$ cat src/rtl/print_pkg.sv
// rtl/print_pkg.sv - shared types, ASCII constants and nibble encoder for the print serialiser
package print_pkg;

  typedef enum logic [1:0] {
    PM_RAW_BE = 2'd0,
    PM_RAW_LE = 2'd1,
    PM_HEX    = 2'd2,
    PM_RSVD   = 2'd3
  } print_mode_t;

  typedef enum logic {
    ST_IDLE = 1'b0,
    ST_EMIT = 1'b1
  } ser_state_t;

  localparam logic [7:0] ASCII_0    = 8'h30;
  localparam logic [7:0] ASCII_A_LC = 8'h61;
  localparam logic [7:0] ASCII_LF   = 8'h0A;

  // Lowercase hex digit for a 4-bit value.
  function automatic logic [7:0] nibble_to_ascii(input logic [3:0] nib);
    if (nib < 4'd10) begin
      return ASCII_0 + {4'd0, nib};
    end
    return ASCII_A_LC + {4'd0, nib} - 8'd10;
  endfunction

endpackage

$ cat src/rtl/print_serializer_if.sv
// rtl/print_serializer_if.sv - print request handshake and outgoing byte stream
interface print_serializer_if #(
  parameter int DATA_W = 32
);

  logic              REQ_VALID;
  logic              REQ_READY;
  logic [DATA_W-1:0] REQ_DATA;
  logic [1:0]        REQ_MODE;
  logic              TX_VALID;
  logic              TX_READY;
  logic [7:0]        TX_DATA;

  modport master (
    output REQ_VALID, REQ_DATA, REQ_MODE, TX_READY,
    input  REQ_READY, TX_VALID, TX_DATA
  );

  modport slave (
    input  REQ_VALID, REQ_DATA, REQ_MODE, TX_READY,
    output REQ_READY, TX_VALID, TX_DATA
  );

endinterface

$ cat src/rtl/byte_fifo.sv
// rtl/byte_fifo.sv - first-word-fallthrough byte FIFO with explicit occupancy count
module byte_fifo #(
  parameter int DEPTH = 512,
  parameter int CNT_W = $clog2(DEPTH) + 1
) (
  input  logic             clk_i,
  input  logic             rst_n_i,
  input  logic             push_i,
  input  logic [7:0]       push_data_i,
  input  logic             pop_i,
  output logic [7:0]       pop_data_o,
  output logic [CNT_W-1:0] count_o,
  output logic             full_o,
  output logic             empty_o
);

  localparam int AW = $clog2(DEPTH);

  logic [7:0]       mem_q [DEPTH];
  logic [AW-1:0]    wr_ptr_q, wr_ptr_d;
  logic [AW-1:0]    rd_ptr_q, rd_ptr_d;
  logic [CNT_W-1:0] count_q, count_d;
  logic             do_push, do_pop;

  assign full_o  = (count_q == CNT_W'(DEPTH));
  assign empty_o = (count_q == '0);
  assign count_o = count_q;
  // No pop-before-push bypass: a full FIFO refuses the push even when popping.
  assign do_push = push_i && !full_o;
  assign do_pop  = pop_i && !empty_o;

  // Head byte is driven straight from storage; forced to zero when empty.
  assign pop_data_o = empty_o ? 8'h00 : mem_q[rd_ptr_q];

  always_comb begin
    wr_ptr_d = wr_ptr_q;
    rd_ptr_d = rd_ptr_q;
    count_d  = count_q;
    if (do_push) wr_ptr_d = wr_ptr_q + 1'b1;
    if (do_pop)  rd_ptr_d = rd_ptr_q + 1'b1;
    case ({do_push, do_pop})
      2'b10:   count_d = count_q + 1'b1;
      2'b01:   count_d = count_q - 1'b1;
      default: count_d = count_q;
    endcase
  end

  always_ff @(posedge clk_i) begin
    if (do_push) mem_q[wr_ptr_q] <= push_data_i;
  end

  always_ff @(posedge clk_i or negedge rst_n_i) begin
    if (!rst_n_i) begin
      wr_ptr_q <= '0;
      rd_ptr_q <= '0;
      count_q  <= '0;
    end else begin
      wr_ptr_q <= wr_ptr_d;
      rd_ptr_q <= rd_ptr_d;
      count_q  <= count_d;
    end
  end

endmodule

$ cat src/rtl/print_serializer.sv
// rtl/print_serializer.sv - serialises print requests into bytes and buffers them for the UART
module print_serializer
  import print_pkg::*;
#(
  parameter int DATA_W     = 32,
  parameter int FIFO_DEPTH = 512,
  parameter int CNT_W      = $clog2(FIFO_DEPTH) + 1
) (
  input  logic             CLK,
  input  logic             RST_N,
  print_serializer_if.slave bus,
  output logic [CNT_W-1:0] FIFO_COUNT,
  output logic             BUSY
);

  localparam int NB       = DATA_W / 8;
  localparam int HEX_LAST = 2 * NB;
  localparam int RAW_LAST = NB - 1;
  localparam int IDX_W    = $clog2(2 * NB + 1);

  ser_state_t        state_q, state_d;
  logic [IDX_W-1:0]  idx_q, idx_d;
  logic [DATA_W-1:0] data_q, data_d;
  print_mode_t       mode_q, mode_d;
  logic              ready_en_q;

  logic              req_ready;
  logic              push;
  logic [7:0]        push_byte;
  logic [IDX_W-1:0]  last_idx;
  logic [DATA_W-1:0] sh;
  logic              fifo_full, fifo_empty;
  logic [7:0]        fifo_head;

  assign last_idx = (mode_q == PM_HEX) ? IDX_W'(HEX_LAST) : IDX_W'(RAW_LAST);

  // ready_en_q keeps REQ_READY low until the first clock after reset release.
  always_ff @(posedge CLK or negedge RST_N) begin
    if (!RST_N) begin
      state_q    <= ST_IDLE;
      idx_q      <= '0;
      data_q     <= '0;
      mode_q     <= PM_RAW_BE;
      ready_en_q <= 1'b0;
    end else begin
      state_q    <= state_d;
      idx_q      <= idx_d;
      data_q     <= data_d;
      mode_q     <= mode_d;
      ready_en_q <= 1'b1;
    end
  end

  always_comb begin
    state_d = state_q;
    idx_d   = idx_q;
    data_d  = data_q;
    mode_d  = mode_q;
    case (state_q)
      ST_IDLE: begin
        if (req_ready && bus.REQ_VALID) begin
          state_d = ST_EMIT;
          idx_d   = '0;
          data_d  = bus.REQ_DATA;
          case (bus.REQ_MODE)
            2'd1:    mode_d = PM_RAW_LE;
            2'd2:    mode_d = PM_HEX;
            default: mode_d = PM_RAW_BE;
          endcase
        end
      end
      ST_EMIT: begin
        if (!fifo_full) begin
          if (idx_q == last_idx) begin
            state_d = ST_IDLE;
            idx_d   = '0;
          end else begin
            idx_d = idx_q + IDX_W'(1);
          end
        end
      end
      default: state_d = ST_IDLE;
    endcase
  end

  always_comb begin
    req_ready = (state_q == ST_IDLE) && ready_en_q;
    push      = (state_q == ST_EMIT) && !fifo_full;
    sh        = '0;
    push_byte = 8'h00;
    case (mode_q)
      PM_RAW_LE: begin
        sh        = data_q >> (8 * int'(idx_q));
        push_byte = sh[7:0];
      end
      PM_HEX: begin
        if (idx_q == IDX_W'(HEX_LAST)) begin
          push_byte = ASCII_LF;
        end else begin
          sh        = data_q >> (4 * (2 * NB - 1 - int'(idx_q)));
          push_byte = nibble_to_ascii(sh[3:0]);
        end
      end
      default: begin
        sh        = data_q >> (8 * (NB - 1 - int'(idx_q)));
        push_byte = sh[7:0];
      end
    endcase
  end

  byte_fifo #(
    .DEPTH (FIFO_DEPTH),
    .CNT_W (CNT_W)
  ) u_fifo (
    .clk_i       (CLK),
    .rst_n_i     (RST_N),
    .push_i      (push),
    .push_data_i (push_byte),
    .pop_i       (bus.TX_READY),
    .pop_data_o  (fifo_head),
    .count_o     (FIFO_COUNT),
    .full_o      (fifo_full),
    .empty_o     (fifo_empty)
  );

  assign bus.REQ_READY = req_ready;
  assign bus.TX_VALID  = !fifo_empty;
  assign bus.TX_DATA   = fifo_head;
  assign BUSY          = (state_q == ST_EMIT) || !fifo_empty;

endmodule

$ cat src/flat_wrapper.sv
// flat-port wrapper written by rule: the top's interface ports become plain ports
module print_serializer_flat import print_pkg::*;
#(
  parameter int DATA_W     = 32,
  parameter int FIFO_DEPTH = 512,
  parameter int CNT_W      = $clog2(FIFO_DEPTH) + 1
)
  (CLK, RST_N, FIFO_COUNT, BUSY, bus_REQ_VALID, bus_REQ_DATA, bus_REQ_MODE, bus_TX_READY, bus_REQ_READY, bus_TX_VALID, bus_TX_DATA);
  print_serializer_if #(.DATA_W(DATA_W)) bus_i ();
  input  logic CLK;
  input  logic RST_N;
  output logic [CNT_W-1:0] FIFO_COUNT;
  output logic BUSY;
  input wire logic [$bits(bus_i.REQ_VALID)-1:0] bus_REQ_VALID;
  input wire logic [$bits(bus_i.REQ_DATA)-1:0] bus_REQ_DATA;
  input wire logic [$bits(bus_i.REQ_MODE)-1:0] bus_REQ_MODE;
  input wire logic [$bits(bus_i.TX_READY)-1:0] bus_TX_READY;
  output wire logic [$bits(bus_i.REQ_READY)-1:0] bus_REQ_READY;
  output wire logic [$bits(bus_i.TX_VALID)-1:0] bus_TX_VALID;
  output wire logic [$bits(bus_i.TX_DATA)-1:0] bus_TX_DATA;
  assign bus_i.REQ_VALID = bus_REQ_VALID;
  assign bus_i.REQ_DATA = bus_REQ_DATA;
  assign bus_i.REQ_MODE = bus_REQ_MODE;
  assign bus_i.TX_READY = bus_TX_READY;
  assign bus_REQ_READY = bus_i.REQ_READY;
  assign bus_TX_VALID = bus_i.TX_VALID;
  assign bus_TX_DATA = bus_i.TX_DATA;
  print_serializer #(.DATA_W(DATA_W), .FIFO_DEPTH(FIFO_DEPTH), .CNT_W(CNT_W)) u_core (.CLK(CLK), .RST_N(RST_N), .bus(bus_i), .FIFO_COUNT(FIFO_COUNT), .BUSY(BUSY));
endmodule
$ cat config.mk
export PLATFORM = sky130hd
export DESIGN_NAME = print_serializer_flat
export DESIGN_NICKNAME = d
export VERILOG_FILES = /design/src/rtl/print_pkg.sv /design/src/rtl/print_serializer_if.sv /design/src/rtl/byte_fifo.sv /design/src/rtl/print_serializer.sv /design/src/flat_wrapper.sv
export SDC_FILE = /design/constraint.sdc
export NUM_CORES = 2
export LEC_CHECK = 0
export ABC_AREA = 1
export BUFFER_PORTS_ARGS = -buffer_cell sky130_fd_sc_hd__buf_2
export CAP_MARGIN = 20
export CORE_ASPECT_RATIO = 1.2
export CORE_MARGIN = 10
export CORE_UTILIZATION = 40
export DETAILED_ROUTE_END_ITERATION = 8
export PLACE_DENSITY_LB_ADDON = 0.08
export RECOVER_POWER = 50
export SYNTH_ARGS = -nofsm -noshare
export SYNTH_HDL_FRONTEND = slang
export SYNTH_SLANG_ARGS = --single-unit
export TNS_END_PERCENT = 1
$ cat constraint.sdc
create_clock -name CLK -period 41.2 [get_ports CLK]
set_clock_uncertainty 0.05 [all_clocks]
set_input_delay 4.12 -clock CLK [delete_from_list [all_inputs] [get_ports CLK]]
set_output_delay 4.12 -clock CLK [all_outputs]
set_load 0.03 [all_outputs]
Yosys cells after proc, flatten, opt, wreduce, memory -nomap -nowiden
Memories as Yosys holds them, arrays and structs flattened.
Cells that the tools add are included.
Cells by class
  bitwise logic cells: 1
  equality and inequality tests: 11
  reduce and logical (&&, ||, !) cells: 12
  shift-type cells: 3
  order comparisons: 1
  mux-type cells: 21
  $add $sub $neg: 10
Operator list (count)
  2-to-1 mux 8 bit: 4
  right shift 32 x 32 -> 4 bit: 1
  right shift 32 x 32 -> 8 bit: 1
  right shift 32 x 7 -> 8 bit: 1
  one-hot mux 10 bit (2 select lines): 1
  adder 9 x 1 -> 9 bit, second input constant: 2
  2-to-1 mux 4 bit: 4
  one-hot mux 8 bit (2 select lines): 1
  adder 10 x 1 -> 10 bit, second input constant: 1
  equality test 10 bit, second input constant: 1
  zero test 10 bit: 1
  subtractor 10 x 1 -> 10 bit, second input constant: 1
  adder 7 x 4 -> 8 bit, first input constant: 1
  2-to-1 mux 1 bit: 8
  one-hot mux 4 bit (2 select lines): 1
  subtractor 8 x 4 -> 8 bit, second input constant: 1
  adder 6 x 4 -> 7 bit, first input constant: 1
  equality test 2 x 1 -> 1 bit, second input constant: 3
  equality test 2 bit, second input constant: 3
  logical AND 1 bit: 5
  subtractor 2 x 4 -> 5 bit, first input constant: 1
  subtractor 3 x 4 -> 5 bit, first input constant: 1
  adder 4 x 1 -> 4 bit, second input constant: 1
  equality test 4 bit: 1
  11 further kinds: 13
Storage, ports and cells
  memory bits (writable): 4096
  input port bits: 38
  logic and storage cells: 68
  flip-flop bits (word level): 68
  output and inout bits: 21
  memories kept: 1
Memories
  u_core.u_fifo.mem_q: words 512, bits a word 8, read ports 1, clocked after memory_dff 0, write ports 1, line byte_fifo.sv:19  | logic [7:0] mem_q [DEPTH];

Longest topological paths before layout
  depth after elaboration: 9
  gate-level depth with buffers: 22
  depth with buffers taken out: 21

Cells and area by module
A second synthesis with hierarchy kept.
Unflattened totals
  cells, all modules: 15197
  area total of the unflattened synthesis: 172402.8 um2
By module, submodules not included
  byte_fifo: cells an instance 14851, area each 169959.3 um2, times used 1, seq. area each 123698.6 um2
  print_serializer: cells an instance 346, area each 2443.6 um2, times used 1, seq. area each 1001.0 um2

Least setup slack after synthesis
OpenSTA, ideal clock, no wires.
  path kind: reg2reg
  start point: reg u_core.idx_q[2]
  end point: mem u_core.u_fifo.mem_q[0][0], data pin
  buffers on the path: 0
  setup slack: 14.502 ns
  stages on the path, launching flop included: 8
  period minus slack after synthesis: 26.698 ns
  data arrival time: 22.343 ns
  data required time: 36.845 ns
  library setup time: 4.305 ns
  path through: dfrtp_1 > clkinv_1 > ha_1 > o21ai_0 > nand3_1 > nor2_1 > inv_1 > o32ai_1
Between the ends
  cells in the longest elaborated chain, start to end: 9
  elaborated cells between the ends (all ways): 17
  those cells by class: add/sub (5); order compare (1); eq/ne (1); shift (3); mux (7)
RTL lines
  from (decl): line print_serializer.sv:22  | logic [IDX_W-1:0] idx_q, idx_d;
  from (signal assigned): line print_serializer.sv:47  | idx_q <= idx_d;
  branches (longest 8 deep; another with adder 7 x 4 -> 8 bit)
  one-hot mux 8 bit (2 select lines) (*): line print_serializer.sv:91  | case (mode_q)
  net u_core.push_byte[0]: line print_serializer.sv:29  | logic [7:0] push_byte;
  to (decl): line byte_fifo.sv:19
Mark *: on every way through the listed nets, which the timed path passes. The select of a mux whose other input is x is not followed.

Worst setup path after layout
  start point: reg u_core.idx_q[0]
  end point: mem u_core.u_fifo.mem_q[286][6], data pin
The elaborated chain is that of the path after synthesis.

==> run metrics <==
Filler Cells Inserted=39.5k; # Max-Cap Violations=44; die width=617 um; DRC errors left=0; vias=112k; reg-to-reg slack, setup=28380 ps; post_cts resized=0; grt total ovfl=0; hold_sp=u_core.mode_q[0]$_DFFE_PN0P_; post-synth top area share=0.719; initial DRC count=11.3k; R2R Path Start=u_core.idx_q[0]$_DFFE_PN0P_; crit-path max FO=132; Die Ht=736 um; Clock Tree Buf Depth=4; Syn Inst Count=14.6k; I/O Buffers=58; area of the core=427000 sq um; Synth area leader=edfxtp_1; synth warn=0; Worst Path Required=41800 ps; initial core utilization=0.401; WL per Instance=26.0 um; die area=454000 sq um; # H-tree levels=5; first-pass GRT wire length=768 mm; Main synth FF type=edfxtp_1; area delta synth->final=10.5%; failing checks=capacitance limit, slew limit; WS Path Type=flip-flop to flip-flop; Post-Synthesis Cell Area=171000 sq um; Mean Syn Cell Area=11.7 sq um; crit path DAT=13420 ps; Final Hold Fails=0; CTS tree=done; Startpoint Class=flip-flop; RSZ-0062 raised after global routing=false; crit path capture type=flip-flop; number of global-route vias before repair=109k; final worst path period share=0.311; crit path capture=u_core.u_fifo.mem_q[286][6]$_DFFE_PP_; crit path launch=u_core.idx_q[0]$_DFFE_PN0P_; Post-synth EDFFs=4096; initial antenna violation count=19; post-DR vias/cell=5.49; clk sinks=4164; CTS buffer count=435; maximum vdd drop=0.317 mV; commonest cells in the synthesized netlist=edfxtp_1 (4096), nand2_1 (3357), nand3_1 (2459), nor2_1 (1919), o21ai_0 (878); Cell Rows=263; worst slew pin tran=8960 ps; Clock transition at path regs=60 ps; post-synthesis sequential area ratio=0.729; asr flop ratio synth=0.0163; setup bufs post-CTS=0; clock root buffer=clkbuf_16; Cell Pwr Density=95.6 nW/um^2; minimum clock period=12820 ps; Synth Net Count=14.7k; relative max-transition margin=-4.97; DRT Pass-1 Iters=7; Max Slew Vio Count=2036; number of I/O pins=59; worst-skew pair later-pin latency=990 ps; CTS Hold Bufs=0; Final setup viols=0; status=finished with violations; WHS Path Cells=2; Synth area leaders=edfxtp_1 (72%), nand2_1 (7.4%), nand3_1 (7.2%); Yosys reg bits=4164; most numerous cell in the Yosys netlist=edfxtp_1; Cell variety after synth=35; TNS Setup=0 ps; Finished Core Util=0.443; largest net degree at the start of global routing=198; Post-DRT Antenna Nets=0; worst min-delay path class=flip-flop to flip-flop; WL final=530 mm; nets@finish=14.4k; r2r worst-path depth=11; Reg-to-Reg End=u_core.u_fifo.mem_q[286][6]$_DFFE_PP_; layout cells sized above 1=0.0553; LEAKAGE=64.9 nW; dpl hpwl=297 mm; GRT Total Usage=0.225; maximum clock frequency=78.0 MHz; RePlAce Congestion=0.826
-- cells by family after synthesis --
kind of cell,after synthesis,synth area share
flip-flops,4164,0.729
AO/OA/AOI/OAI,1361,0.0445
AND/OR/NAND/NOR,7765,0.189
XOR/XNOR,22,0.00113
other,1,0.0000219
buffers and inverters,1311,0.0354
adder cells (fa/ha/maj),14,0.00102
-- sequential cells by signal (all words and copies together) (netlist names) --
signal and flops:
u_core.u_fifo.mem_q 4096, u_core.data_q 32, u_core.u_fifo.count_o 10, u_core.u_fifo.rd_ptr_q 9, u_core.u_fifo.wr_ptr_q 9, u_core.idx_q 4
u_core.mode_q 2, u_core.ready_en_q 1, u_core.state_q 1
-- power breakdown --
| group | switching [mW] | internal, mW | leakage, nW | total (mW) |
|---|---|---|---|---|
| clock | 1.65 | 2.14 | 6.56 | 3.79 |
| combinational | 5.89 | 1.24 | 20.3 | 7.13 |
| sequential | 0.0812 | 7.05 | 38.1 | 7.13 |
-- layout make-up --
class	instances	area [sq um]	area share
Antenna cell	5	12.5	0.0000662
Clock buffer	537	11400	0.0603
Clock inverter	244	2050	0.0108
Inverter	317	1220	0.00648
Multi-Input combinational cell	9163	40300	0.214
Sequential cell	4164	125000	0.660
Tap cell	5697	7130	0.0377
Timing Repair Buffer	264	2050	0.0108
-- cell usage in the layout (no fill, tap or decap), drive strengths merged, types with 204 or more instances in the layout --
| cell | instances |
|---|---|
| inv | 318 |
| buf | 218 |
| o21ai | 920 |
| clkbuf | 583 |
| nand3 | 2459 |
| clkinv | 204 |
| nand2 | 3357 |
| nor2 | 1919 |
| edfxtp | 4096 |
| o211ai | 298 |
-- worst min-delay path by stage --
| stage | end | slack, ps |
|---|---|---|
| CTS | u_core.mode_q[0]$_DFFE_PN0P_ | 460 |
| detailed placement | u_core.mode_q[0]$_DFFE_PN0P_ | 440 |
| finish | u_core.mode_q[0]$_DFFE_PN0P_ | 460 |
| global route | u_core.data_q[17]$_DFFE_PN0P_ | 500 |
| floorplan | u_core.data_q[19]$_DFFE_PN0P_ | 410 |
| global placement | u_core.mode_q[0]$_DFFE_PN0P_ | 450 |
-- per-stage QoR --
stage / worst slack [ps] / total power, mW / hold slack [ps] / cells / area [sq um]
floorplan: 14500 / 13.0 / 410 / 14600 / 171000
CTS: 28660 / 18.1 / 458 / 20400 / 189000
detailed placement: 29770 / 14.3 / 442 / 19600 / 176000
global placement: 29840 / 14.2 / 446 / 19600 / 176000
global route: 27440 / 18.9 / 500 / 20400 / 189000
finish: 28380 / 18.1 / 460 / 20400 / 189000
-- layer usage --
| metal | part of all wire | global-route usage | vias up |
|---|---|---|---|
| met2 | 0.48 | 0.371 | 3710 |
| met5 | 0.000077 | 0 | - |
| met4 | 0.032 | 0.0650 | 6 |
| li1 | - | - | 51000 |
| met1 | 0.43 | 0.313 | 56600 |
| met3 | 0.061 | 0.0292 | 736 |
-- worst max-delay path: stages (launching register included) --
cell and delay [ps]:
dfrtp_1 620, inv_1 580, nand2_1 110, nand2_1 430
inv_1 330, o21ai_0 220, a21oi_1 100, o32ai_4 230
clkbuf_1 1910, clkbuf_1 5670, buf_4 1280, buf_4 730
Power figures use the tool's default switching activity.
